### src/rtl/spi_seq_arbiter.sv
// Round-robin arbiter that shares one SPI master core between NREQ requesters.
// Drives per-slave active-low chip selects with setup/hold spacing; supports burst lock.
module spi_seq_arbiter #(
    parameter int unsigned NREQ  = 2,
    parameter int unsigned NCS   = 4,
    parameter int unsigned CSDLY = 4
) (
    input  logic                 clk,
    input  logic                 resetb,
    input  logic [NREQ-1:0]      req,
    input  logic [NREQ-1:0]      req_hold,
    input  logic [2*NREQ-1:0]    req_cs,
    input  logic [8*NREQ-1:0]    req_div,
    input  logic [6*NREQ-1:0]    req_bits,
    input  logic [32*NREQ-1:0]   req_din,
    output logic [NREQ-1:0]      ack,
    output logic [31:0]          rdata,
    output logic [NCS-1:0]       cs_n,
    output logic                 spi_wr,
    output logic [31:0]          spi_din,
    output logic [7:0]           spi_divider,
    output logic [5:0]           spi_bits,
    input  logic                 spi_busy,
    input  logic [31:0]          spi_dout,
    output logic                 active
);

    typedef enum logic [2:0] {
        StIdle, StSetup, StStart, StWait1, StXfer, StDone, StHold, StGap
    } state_e;

    state_e      state_q, state_d;
    logic [7:0]  cnt_q, cnt_d;
    logic [1:0]  rr_q, gnt_q, cs_idx_q;
    logic        lock_q, hold_q;
    logic [31:0] rdata_q, spi_din_q;
    logic [7:0]  spi_div_q;
    logic [5:0]  spi_bits_q;

    logic [1:0]  win, sel, rr_next, sel_cs;
    logic        found, lock_req, take, sel_hold, cs_on;
    logic [7:0]  sel_div;
    logic [5:0]  sel_bits;
    logic [31:0] sel_din;

    // Winner search: first asserted req at or after rr_q, wrapping once.
    always_comb begin
        found    = 1'b0;
        win      = rr_q;
        lock_req = 1'b0;
        for (int unsigned i = 0; i < 2 * NREQ; i++) begin
            if (!found && i >= 32'(rr_q) && req[i % NREQ]) begin
                found = 1'b1;
                win   = 2'(i % NREQ);
            end
        end
        for (int unsigned i = 0; i < NREQ; i++) begin
            if (gnt_q == 2'(i)) lock_req = req[i];
        end
        take    = lock_q ? lock_req : found;
        sel     = lock_q ? gnt_q : win;
        rr_next = (32'(win) == NREQ - 1) ? 2'd0 : win + 2'd1;
        sel_cs   = '0;
        sel_div  = '0;
        sel_bits = '0;
        sel_din  = '0;
        sel_hold = 1'b0;
        for (int unsigned i = 0; i < NREQ; i++) begin
            if (sel == 2'(i)) begin
                sel_cs   = req_cs[2*i +: 2];
                sel_div  = req_div[8*i +: 8];
                sel_bits = req_bits[6*i +: 6];
                sel_din  = req_din[32*i +: 32];
                sel_hold = req_hold[i];
            end
        end
    end

    always_ff @(posedge clk or negedge resetb) begin
        if (!resetb) begin
            state_q <= StIdle;
            cnt_q   <= 8'd0;
        end else begin
            state_q <= state_d;
            cnt_q   <= cnt_d;
        end
    end

    always_comb begin
        state_d = state_q;
        cnt_d   = 8'd0;
        unique case (state_q)
            StIdle:  if (take) state_d = lock_q ? StStart : StSetup;
            StSetup: begin
                if (cnt_q == 8'(CSDLY - 1)) state_d = StStart;
                else cnt_d = cnt_q + 8'd1;
            end
            // A zero-length word never reaches the core.
            StStart: state_d = (spi_bits_q == 6'd0) ? StDone : StWait1;
            StWait1: state_d = StXfer;
            StXfer:  if (!spi_busy) state_d = StDone;
            StDone:  state_d = hold_q ? StIdle : StHold;
            StHold: begin
                if (cnt_q == 8'(CSDLY - 1)) state_d = StGap;
                else cnt_d = cnt_q + 8'd1;
            end
            StGap:   state_d = StIdle;
            default: state_d = StIdle;
        endcase
    end

    always_ff @(posedge clk or negedge resetb) begin
        if (!resetb) begin
            rr_q       <= 2'd0;
            gnt_q      <= 2'd0;
            cs_idx_q   <= 2'd0;
            lock_q     <= 1'b0;
            hold_q     <= 1'b0;
            rdata_q    <= 32'd0;
            spi_din_q  <= 32'd0;
            spi_div_q  <= 8'd0;
            spi_bits_q <= 6'd0;
        end else begin
            if (state_q == StIdle && take) begin
                gnt_q      <= sel;
                cs_idx_q   <= sel_cs;
                hold_q     <= sel_hold;
                spi_din_q  <= sel_din;
                spi_div_q  <= sel_div;
                spi_bits_q <= (sel_bits > 6'd32) ? 6'd32 : sel_bits;
                if (!lock_q) rr_q <= rr_next;
            end
            if (state_q == StStart && spi_bits_q == 6'd0) rdata_q <= 32'd0;
            if (state_q == StXfer && !spi_busy) rdata_q <= spi_dout;
            if (state_q == StDone) lock_q <= hold_q;
        end
    end

    always_comb begin
        cs_on = (state_q != StIdle && state_q != StGap) || (state_q == StIdle && lock_q);
        for (int unsigned i = 0; i < NCS; i++) begin
            cs_n[i] = !(cs_on && cs_idx_q == 2'(i));
        end
        for (int unsigned i = 0; i < NREQ; i++) begin
            ack[i] = (state_q == StDone) && (gnt_q == 2'(i));
        end
        spi_wr      = (state_q == StStart) && (spi_bits_q != 6'd0);
        active      = (state_q != StIdle) || lock_q;
        rdata       = rdata_q;
        spi_din     = spi_din_q;
        spi_divider = spi_div_q;
        spi_bits    = spi_bits_q;
    end

endmodule
### config.mk
export PLATFORM = sky130hd
export DESIGN_NAME = spi_seq_arbiter
export DESIGN_NICKNAME = d
export VERILOG_FILES = /design/src/rtl/spi_seq_arbiter.sv
export SDC_FILE = /design/constraint.sdc
export NUM_CORES = 1
export LEC_CHECK = 0
export CORE_MARGIN = 10
export CORE_UTILIZATION = 30
export CTS_BUF_LIST = sky130_fd_sc_hd__clkbuf_4 sky130_fd_sc_hd__clkbuf_8
export CTS_CLUSTER_DIAMETER = 30
export CTS_CLUSTER_SIZE = 24
export DETAILED_ROUTE_END_ITERATION = 8
export PLACE_DENSITY_LB_ADDON = 0.2
export SLEW_MARGIN = 25
export SYNTH_ARGS = -nofsm -noshare
export SYNTH_HDL_FRONTEND = slang
export SYNTH_SLANG_ARGS = --single-unit
export TNS_END_PERCENT = 20
### constraint.sdc
create_clock -name clk -period 6 [get_ports clk]
set_input_delay 0.6 -clock clk [delete_from_list [all_inputs] [get_ports clk]]
set_output_delay 0.6 -clock clk [all_outputs]
set_load 0.005 [all_outputs]
==> results of run 1 <==
[worst paths after layout]
check,cells after the start,endpoint,startpoint
worst min register to register,1,spi_din[30],spi_din[30]
worst min-delay path,1,spi_din[14],resetb
min in group clk,1,spi_din[30],spi_din[30]
worst max-delay path,4,cs_n[2],state_q[0]
max in group asynchronous,2,state_q[2],resetb
worst max register to register,5,spi_din[19],lock_q
[sequential cells by signal, indices dropped and copies added (netlist names), 3 cells and up]
register,cells
spi_din,32
cnt_q,8
spi_divider,8
spi_bits,6
rdata,32
state_q,3
[critical path, cell delays in order (launching register included)]
cell and delay [ns]:
sky130_fd_sc_hd__dfrtp_1 0.56, sky130_fd_sc_hd__or4_1 0.63, sky130_fd_sc_hd__and2_1 0.19, sky130_fd_sc_hd__nand3b_1 0.08, sky130_fd_sc_hd__clkdlybuf4s50_1 0.50
[synth_stat cells, types with 5 or more instances]
cell type                   instances  area [sq um]
sky130_fd_sc_hd__dfrtp_1           97          2430
sky130_fd_sc_hd__mux2_1            48           541
sky130_fd_sc_hd__mux2_2            46           518
sky130_fd_sc_hd__a22o_1            32           280
sky130_fd_sc_hd__clkbuf_1          10          37.5
sky130_fd_sc_hd__nor2_1             9          33.8
sky130_fd_sc_hd__nand2b_1           8          50.1
sky130_fd_sc_hd__buf_2              7          35.0
sky130_fd_sc_hd__nand2_1            7          26.3
sky130_fd_sc_hd__nand3_1            7          35.0
sky130_fd_sc_hd__nor3_1             7          35.0
sky130_fd_sc_hd__nor2b_1            5          31.3
sky130_fd_sc_hd__o2bb2ai_1          5          43.8
sky130_fd_sc_hd__xor2_1             5          43.8
[cells by family (layout without fill, tap and decap cells)]
| group | count (synthesis) | count (layout) | synth area share, % |
|---|---|---|---|
| xor gates and xnor gates | 6 | 6 | 1.16 |
| AOI/OAI and AO/OA | 57 | 57 | 10.6 |
| adders and majority gates | 1 | 1 | 0.277 |
| and+or+nand+nor | 64 | 64 | 8.20 |
| DFF | 97 | 97 | 53.7 |
| buffers and inverters | 23 | 244 | 2.60 |
| muxes | 94 | 94 | 23.4 |
[cell usage in the layout (no fill, tap or decap), drive strengths merged, types with 4 or more instances in the layout]
cell type and instances:
mux2 94, o2bb2ai 5, inv 4, nand2 7
nor2 9, a22o 32, clkdlybuf4s50 219, o21ai 4
nor3 7, xor2 5, nor2b 5, nand3 7
dfrtp 97, nand2b 8, buf 6, clkbuf 11
[routing by layer]
layer	routed length (um)	vias up
met5	0	-
met2	6540	155
li1	-	1695
met3	1720	12
met4	131	0
met1	6040	1746
[area by class of cell]
class	count	area share [%]
Multi-Input combinational cell	222	28.1
Sequential cell	97	34.1
Inverter	3	0.158
Clock buffer	11	2.04
Tap cell	184	3.24
Timing Repair Buffer	225	31.4
Clock inverter	5	0.897
[report_power, final]
group	internal, uW	total, uW	switching, uW
clock	212	455	243
sequential	946	1160	215
combinational	1010	1600	588
total	2170	3210	1050
[stage by stage]
stage,setup WS [ns],instance area (sq um),total power (uW),instances,hold WS [ns]
final,3.08,7120,3210,747,0.207
after global routing,2.97,7120,3440,747,0.245
after CTS,3.03,7120,3270,747,0.220
after detailed placement,2.76,6910,2800,731,0.480
after global placement,2.82,6910,2770,731,0.473
after floorplan,3.73,4520,1920,342,0.304
==> flow_metrics.env, run 1 <==
export IMPL_yosysUniqueCellTypes=46
export IMPL_worst_path_max_fanout=16
export IMPL_floorplan_core_area_sq_um=14600
export IMPL_final_period_utilization_pct=48.7
export IMPL_ant_nets=0
export IMPL_drt_first_iter_violations=131
export IMPL_die_w_um=143
export IMPL_skew_ns=0.00989
export IMPL_numCtsBuffers=9
export IMPL_clock_root_cell="sky130_fd_sc_hd__clkbuf_8"
export IMPL_vdd_drop_max_mv=0.227
export IMPL_gp_routability_congestion=0.745
export IMPL_via_density_per_instance=4.83
export IMPL_criticalPathCategory="flip-flop to primary output"
export IMPL_tritoncts="yes"
export IMPL_avgSynthCellArea_sq_um=13.2
export IMPL_detailedRoute_firstPassIterationCount=4
export IMPL_finalMaxSlewViolations=0
export IMPL_cts_reportedPaths_clkPinSlew_ns=0.10
export IMPL_grt_overall_usage_pct=13.5
export IMPL_max_slew_worst_pin_slew_ns=0.705
export IMPL_hold_path_class="input pin to asynchronous set/reset pin"
export IMPL_finish_net_count=694
export IMPL_final_period_minus_worst_setup_slack_ns=2.92
export IMPL_grt_pass1_vias=3859
export IMPL_timing_max_cap_violations=0
export IMPL_ctsResizeCount=0
export IMPL_cp_arrival_ns=2.32
export IMPL_design_portCount=221
export IMPL_yosys_register_bits=97
export IMPL_maxClockFrequency_mhz=342
export IMPL_synth_yosys_warnings=0
export IMPL_postSynth_asyncResetShare_pct=100
export IMPL_critical_path_required_ns=5.40
export IMPL_global_route_usage_met3_pct=6.43
export IMPL_setup_worst_path_end_class="primary output"
export IMPL_floorplan_die_height_um=143
export IMPL_final_hold_viol_count=0
export IMPL_setup_violations_final=0
export IMPL_antenna_violations_before_repair=0
export IMPL_global_routing_usage_on_met2_pct=21.4
export IMPL_globalRoute_busiestLayer="met2"
export IMPL_postLayoutCoreUtil_pct=48.6
export IMPL_antenna_cells_inserted=0
export IMPL_ys_seq_area_share_pct=53.7
export IMPL_n_fill_cell=1305
export IMPL_cts_post_setup_buffers_inserted=0
export IMPL_cts_sinks=97
export IMPL_timing_reg2reg_setup_slack_ns=3.35
export IMPL_postCtsHoldBufs=0
export IMPL_rsz0062_at_grt="false"
export IMPL_drt_drc_violations_left=0
export IMPL_worst_slew_margin_relative_to_its_limit_pct=53.0
export IMPL_cts_buffer_depth=2
export IMPL_grt_overflow_total=0
export IMPL_final_seq_area_sq_um=2430
export IMPL_maximum_number_of_pins_on_one_net_before_global_route_repair=56
export IMPL_sort_of_element_at_the_start_of_the_critical_path="flip-flop"
export IMPL_h_tree_levels=3
export IMPL_multiInputGateArea_sq_um=2000
export IMPL_die_area_sq_um=20400
export IMPL_routed_via_count=3608
export IMPL_share_of_cells_above_drive_strength_1_pct=13.7
export IMPL_synthesized_netlist_net_count=478
export IMPL_synth_instances=342
export IMPL_power_density_nw_per_um2=451
export IMPL_synth_ff_type="sky130_fd_sc_hd__dfrtp_1"
export IMPL_grt_first_pass_wirelength_mm=21.8
export IMPL_met1_usage_pct=16.2
export IMPL_p_leak_uw=0.00295
export IMPL_port_buffers=220
export IMPL_outcome="finished clean"
export IMPL_synthesis_area_sq_um=4520
export IMPL_synth_edff_count=0
export IMPL_route_detailed_wl_per_inst_um=19.3
export IMPL_synth_to_final_area_change_pct=57.5
export IMPL_final_setup_tns_ns=0
export IMPL_clk_latency_ns=0.37
export IMPL_floorplan_initialDensity_pct=30.8
export IMPL_wirelength_mm=14.4
export IMPL_dp_hpwl_mm=11.0
export IMPL_row_count=44
No activity file was read; power rests on OpenSTA's default activity.
==> inputs of run 2 (changes only) <==
==> constraint.sdc (replaced) <==
create_clock -name clk -period 2.4 [get_ports clk]
set_input_delay 0.24 -clock clk [delete_from_list [all_inputs] [get_ports clk]]
set_output_delay 0.24 -clock clk [all_outputs]
set_load 0.005 [all_outputs]
==> run 2 against run 1 <==
Against the previous run:
- clock-buffer cell count is 2 lower
- total power grew to 2.6 times the previous value
- core utilization increased by 1.4 points
- design area up 2.9%
- combinational power rose to 2.7 times the previous value
- setup slack got worse by 3.0 ns
- sequential cell count stayed put
- die area is the same
- global-route usage grew 0.51 points
- first-iteration DRC count is 15% lower
- wire length up 0.53%
- via count increased by 2.2%
==> flow_metrics.env, run 2 (synthesized netlist as in run 1, its figures left out) <==
export IMPL_gp_routability_congestion=0.737
export IMPL_post_place_ws_ns=0.123
export IMPL_p_leak_uw=0.00306
export IMPL_cp_arrival_ns=2.05
export IMPL_final_common_cell="sky130_fd_sc_hd__clkdlybuf4s50_1"
export IMPL_totalPowerFinal_uw=8430
export IMPL_grt_pass1_vias=3973
export IMPL_detailedRoute_firstPassIterationCount=4
export IMPL_ant_nets=0
export IMPL_tritoncts="yes"
export IMPL_finish_net_count=708
export IMPL_die_area_sq_um=20400
export IMPL_finalWorstSetupSlack_ns=0.112
export IMPL_rsz0062_at_grt="false"
export IMPL_antenna_cells_inserted=0
export IMPL_cts_buffer_depth=2
export IMPL_dr_wl_met2_mm=6.76
export IMPL_clk_latency_ns=0.37
export IMPL_highest_layer="met4"
export IMPL_wirelength_mm=14.5
export IMPL_critical_path_required_ns=2.16
export IMPL_max_slew_worst_pin_slew_ns=0.749
export IMPL_synth_to_final_area_change_pct=62.1
export IMPL_timing_reg2reg_setup_slack_ns=0.20
export IMPL_maximum_number_of_pins_on_one_net_before_global_route_repair=39
export IMPL_grt_overflow_total=0
export IMPL_final_setup_tns_ns=0
export IMPL_top_library_cells_by_usage_in_the_layout_fill_and_taps_aside="sky130_fd_sc_hd__clkdlybuf4s50_1 (217), sky130_fd_sc_hd__dfrtp_1 (94), sky130_fd_sc_hd__mux2_1 (48)"
export IMPL_cell_internal_pwr_uw=5770
export IMPL_power_dissipated_by_switching_net_loads_uw=2660
export IMPL_finalMaxSlewViolations=0
export IMPL_setup_worst_path_end_class="primary output"
export IMPL_vdd_drop_max_mv=0.425
export IMPL_floorplan_initialDensity_pct=30.8
export IMPL_port_buffers=220
export IMPL_setup_violations_final=0
export IMPL_postLayoutCoreUtil_pct=50.0
export IMPL_fin_worst_hold_slack_ns=0.410
export IMPL_drt_first_iter_violations=112
export IMPL_share_of_cells_above_drive_strength_1_pct=16.5
export IMPL_outcome="finished clean"
export IMPL_routed_via_count=3686
export IMPL_dp_hpwl_mm=11.3
export IMPL_clock_root_cell="sky130_fd_sc_hd__clkbuf_8"
export IMPL_design_portCount=221
export IMPL_drt_drc_violations_left=0
export IMPL_power_density_nw_per_um2=1150
export IMPL_via_density_per_instance=4.84
export IMPL_p_sw_share_pct=31.6
export IMPL_launching_point_of_the_worst_reg2reg_path="spi_bits[3]"
export IMPL_grt_first_pass_wirelength_mm=22.6
export IMPL_row_count=44
export IMPL_sort_of_element_at_the_start_of_the_critical_path="flip-flop"
export IMPL_power_share_sequential_pct=33.6
export IMPL_final_period_minus_worst_setup_slack_ns=2.29
export IMPL_skew_ns=0.00986
export IMPL_numCtsBuffers=9
export IMPL_floorplan_die_height_um=143
export IMPL_met3RoutedLength_mm=1.58
export IMPL_wirelength_met1_mm=6.05
export IMPL_floorplan_core_area_sq_um=14600
export IMPL_antenna_violations_before_repair=0
export IMPL_cts_sinks=97
export IMPL_criticalPathCategory="flip-flop to primary output"
export IMPL_worst_path_max_fanout=3
export IMPL_logic_pwr_share_pct=51.1
export IMPL_worst_slew_margin_relative_to_its_limit_pct=48.8
export IMPL_hold_path_class="input pin to asynchronous set/reset pin"
export IMPL_power_share_clock_pct=15.2
export IMPL_grt_overall_usage_pct=14.0
export IMPL_timing_max_cap_violations=0
export IMPL_regToRegEndpoint="rdata[4]"
export IMPL_die_w_um=143
export IMPL_h_tree_levels=3
export IMPL_maxClockFrequency_mhz=437
export IMPL_rr_worst_depth=4
export IMPL_final_hold_viol_count=0
export IMPL_route_detailed_wl_per_inst_um=19.1
export IMPL_cts_reportedPaths_clkPinSlew_ns=0.10
export IMPL_final_period_utilization_pct=95.3
-- run 2: power groups by stage --
stage | Combinational, uW | Sequential [uW] | Clock, uW
6_report | 4310 | 2830 | 1280
3_5_place_dp | 4320 | 2890 | 0
4_1_cts | 4390 | 2860 | 1340
5_1_grt | 4690 | 2950 | 1410
2_1_floorplan | 1950 | 2840 | 0
3_3_place_gp | 4240 | 2870 | 0
-- run 2: critical path, cell delays in order, from the launching register on --
cell and delay (ns):
sky130_fd_sc_hd__dfrtp_1 0.41, sky130_fd_sc_hd__or4_4 0.56, sky130_fd_sc_hd__nor3_2 0.18, sky130_fd_sc_hd__nor3b_1 0.08
sky130_fd_sc_hd__clkdlybuf4s50_1 0.46
-- run 2: final cells by class --
class	instances	area, sq um
clock inverters	7	116
well taps	184	230
fillers	1293	7320
clock buffers	9	124
inverters	3	11.3
flip-flops and latches	97	2430
repair buffers	239	2400
multi-input cells	222	2010
-- run 2: how the worst max path moves through the flow --
stage          slack, ns         from  depth (start not counted)     endpoint
2_1_floorplan       0.32  spi_bits[3]                          5    rdata[10]
3_3_place_gp        0.15       req[1]                          6  spi_din[13]
3_5_place_dp        0.12       req[1]                          6  spi_din[13]
4_1_cts             0.04   state_q[2]                          4      cs_n[2]
5_1_grt            0.007  spi_bits[3]                          4       spi_wr
6_report            0.11  spi_bits[3]                          4       spi_wr
-- run 2: per-layer routing --
metal | track usage (%) | up-vias
met2 | 22.7 | 151
met3 | 6.00 | 10
li1 | - | 1726
met1 | 16.7 | 1799
met4 | 3.91 | 0
met5 | 0 | -
-- run 2: through the flow --
stage          instances  area [sq um]
6_report             761          7320
3_3_place_gp         741          7030
3_5_place_dp         741          7030
5_1_grt              761          7320
2_1_floorplan        342          4520
4_1_cts              760          7310
-- run 2: what timing repair did --
action                                  CTS  global route
endpoints found under the setup margin    5             2
setup buffers                             2             1
resized for setup                         5             2
endpoints found under the hold margin    35             0
hold buffers                              1             0
==> inputs of run 3 (changes only) <==
--- a/config.mk
+++ b/config.mk
@@ -11,7 +11,7 @@
 export CTS_CLUSTER_DIAMETER = 30
 export CTS_CLUSTER_SIZE = 24
 export DETAILED_ROUTE_END_ITERATION = 8
-export PLACE_DENSITY_LB_ADDON = 0.2
+export PLACE_DENSITY = 0.61
 export SLEW_MARGIN = 25
 export SYNTH_ARGS = -nofsm -noshare
 export SYNTH_HDL_FRONTEND = slang
==> run 3 against run 2 <==
Against the previous run:
- combinational power is 2% lower
- final cell count shrank 0.79%
- global-route usage down 0.55 points
- die area did not move
- design area fell by 1.5%
- critical path depth did not move
- total power down 3.6%
- wire length decreased by 2.3%
- clock-buffer cell count is 1 higher
- critical endpoint is now cs_n[3]
==> flow_metrics.env, run 3 (synthesized netlist as in run 1, its figures left out) <==
export IMPL_outcome="finished clean"
export IMPL_die_area_sq_um=20400
export IMPL_power_share_clock_pct=13.3
export IMPL_finalMaxSlewViolations=0
export IMPL_vdd_drop_max_mv=0.439
export IMPL_design_portCount=221
export IMPL_finish_net_count=703
export IMPL_cts_sinks=97
export IMPL_power_density_nw_per_um2=1130
export IMPL_stage_delay_of_the_slowest_cell_on_the_critical_path_ns=0.55
export IMPL_max_slew_worst_pin_slew_ns=0.580
export IMPL_cp_arrival_ns=2.09
export IMPL_route_detailed_wl_per_inst_um=18.8
export IMPL_p_leak_uw=0.00300
export IMPL_path_cells="or4_4 -> and2_1 -> nand3_1 -> clkdlybuf4s50_1"
export IMPL_sort_of_element_at_the_start_of_the_critical_path="flip-flop"
export IMPL_numCtsBuffers=9
export IMPL_grt_overall_usage_pct=13.5
export IMPL_antenna_violations_before_repair=0
export IMPL_setup_worst_path_end_class="primary output"
export IMPL_criticalPathCategory="flip-flop to primary output"
export IMPL_timing_reg2reg_setup_slack_ns=0.17
export IMPL_critical_path_required_ns=2.16
export IMPL_skew_ns=0.0124
export IMPL_cts_reportedPaths_clkPinSlew_ns=0.09
export IMPL_row_count=44
export IMPL_gp_routability_congestion=0.784
export IMPL_worst_slew_margin_relative_to_its_limit_pct=61.3
export IMPL_grt_first_pass_wirelength_mm=21.8
export IMPL_timing_critical_path_slowest_stage_cell="sky130_fd_sc_hd__or4_4"
export IMPL_rsz0062_at_grt="false"
export IMPL_die_w_um=143
export IMPL_final_common_cell="sky130_fd_sc_hd__clkdlybuf4s50_1"
export IMPL_floorplan_core_area_sq_um=14600
export IMPL_launching_point_of_the_worst_reg2reg_path="spi_bits[3]"
export IMPL_hold_path_class="input pin to asynchronous set/reset pin"
export IMPL_h_tree_levels=3
export IMPL_regToRegEndpoint="rdata[11]"
export IMPL_setup_violations_final=0
export IMPL_final_period_minus_worst_setup_slack_ns=2.33
export IMPL_drt_first_iter_violations=160
export IMPL_clk_latency_ns=0.37
export IMPL_logic_pwr_share_pct=51.8
export IMPL_top_library_cells_by_usage_in_the_layout_fill_and_taps_aside="sky130_fd_sc_hd__clkdlybuf4s50_1 (218), sky130_fd_sc_hd__dfrtp_1 (96), sky130_fd_sc_hd__mux2_1 (48)"
export IMPL_grt_pass1_vias=3859
export IMPL_maxClockFrequency_mhz=430
export IMPL_wirelength_mm=14.2
export IMPL_totalPowerFinal_uw=8120
export IMPL_cts_buffer_depth=2
export IMPL_final_hold_viol_count=0
export IMPL_grt_overflow_total=0
export IMPL_p_sw_share_pct=32.2
export IMPL_routed_via_count=3631
export IMPL_worst_path_max_fanout=3
export IMPL_final_cell_area_sq_um=7210
export IMPL_dp_hpwl_mm=10.9
export IMPL_total_placed_instance_area_sq_um=7000
export IMPL_floorplan_die_height_um=143
export IMPL_via_density_per_instance=4.81
export IMPL_synth_to_final_area_change_pct=59.7
export IMPL_rr_worst_depth=4
export IMPL_power_dissipated_by_switching_net_loads_uw=2620
export IMPL_ant_nets=0
export IMPL_share_of_cells_above_drive_strength_1_pct=15.2
export IMPL_maximum_number_of_pins_on_one_net_before_global_route_repair=44
export IMPL_antenna_cells_inserted=0
export IMPL_power_share_sequential_pct=34.9
export IMPL_drt_drc_violations_left=0
export IMPL_port_buffers=220
export IMPL_clock_root_cell="sky130_fd_sc_hd__clkbuf_8"
export IMPL_detailedRoute_firstPassIterationCount=4
export IMPL_tritoncts="yes"
export IMPL_timing_max_cap_violations=0
export IMPL_final_period_utilization_pct=97.0
export IMPL_floorplan_initialDensity_pct=30.8
export IMPL_cell_internal_pwr_uw=5510
export IMPL_final_setup_tns_ns=0
run 3: changes by cell type in the layout (fill, tap and decap cells not counted), sizes merged:
| cell | delta |
|---|---|
| clkdlybuf4s50 | +1 |
| clkbuf | +1 |
| dlymetal6s2s | -1 |
| bufinv | -2 |
| buf | -5 |
run 3: cell type report:
type,count,area [sq um]
clock buffers,10,131
clock inverters,5,56.3
fillers,1309,7430
inverters,3,11.3
multi-input cells,222,2010
flip-flops and latches,97,2430
well taps,184,230
repair buffers,234,2350
run 3: metrics by stage:
stage	setup slack, ns	util [%]	hold WS (ns)	instances
2_1_floorplan	0.315	-	-0.0556	342
3_3_place_gp	0.110	47.8	0.270	738
3_5_place_dp	0.0574	47.8	0.277	738
4_1_cts	0.0201	49.2	0.406	755
5_1_grt	0.00865	49.3	0.444	755
6_report	0.0720	49.3	0.394	755
run 3: timing repair:
item,CTS,global route
gates cloned,0,0
endpoints found under the hold margin,41,0
hold buffers,1,0
buffers inserted,1,0
gates resized for setup,2,2
setup endpoints to repair,4,2
run 3: critical path: cells and delay by family, from the launching register on:
| family | cells | cell delay [ns] |
|---|---|---|
| buf+inv | 1 | 0.50 |
| simple gates | 3 | 0.80 |
| flops | 1 | 0.42 |
run 3: routing by layer:
layer	vias up	track usage (%)	share of wire [%]
li1	1709	-	-
met1	1760	15.7	41
met2	144	21.9	47
met3	18	5.77	11
met4	0	4.51	1.4
met5	-	0	0
run 3: worst max-delay path by stage:
| stage | depth (start not counted) | from | slack, ns | to |
|---|---|---|---|---|
| 2_1_floorplan | 5 | spi_bits[3] | 0.32 | rdata[10] |
| 5_1_grt | 4 | lock_q | 0.009 | cs_n[3] |
| 4_1_cts | 4 | spi_bits[3] | 0.02 | spi_wr |
| 3_5_place_dp | 6 | req[1] | 0.06 | spi_divider[2] |
| 3_3_place_gp | 6 | req[1] | 0.11 | spi_din[10] |
| 6_report | 4 | lock_q | 0.07 | cs_n[3] |
run 3: power groups by stage:
stage / registers (uW) / logic [uW] / clock network (uW)
6_report: 2840 / 4210 / 1080
4_1_cts: 2840 / 4310 / 1120
5_1_grt: 2940 / 4560 / 1190
2_1_floorplan: 2840 / 1950 / 0
3_3_place_gp: 2830 / 4210 / 0
3_5_place_dp: 2860 / 4270 / 0
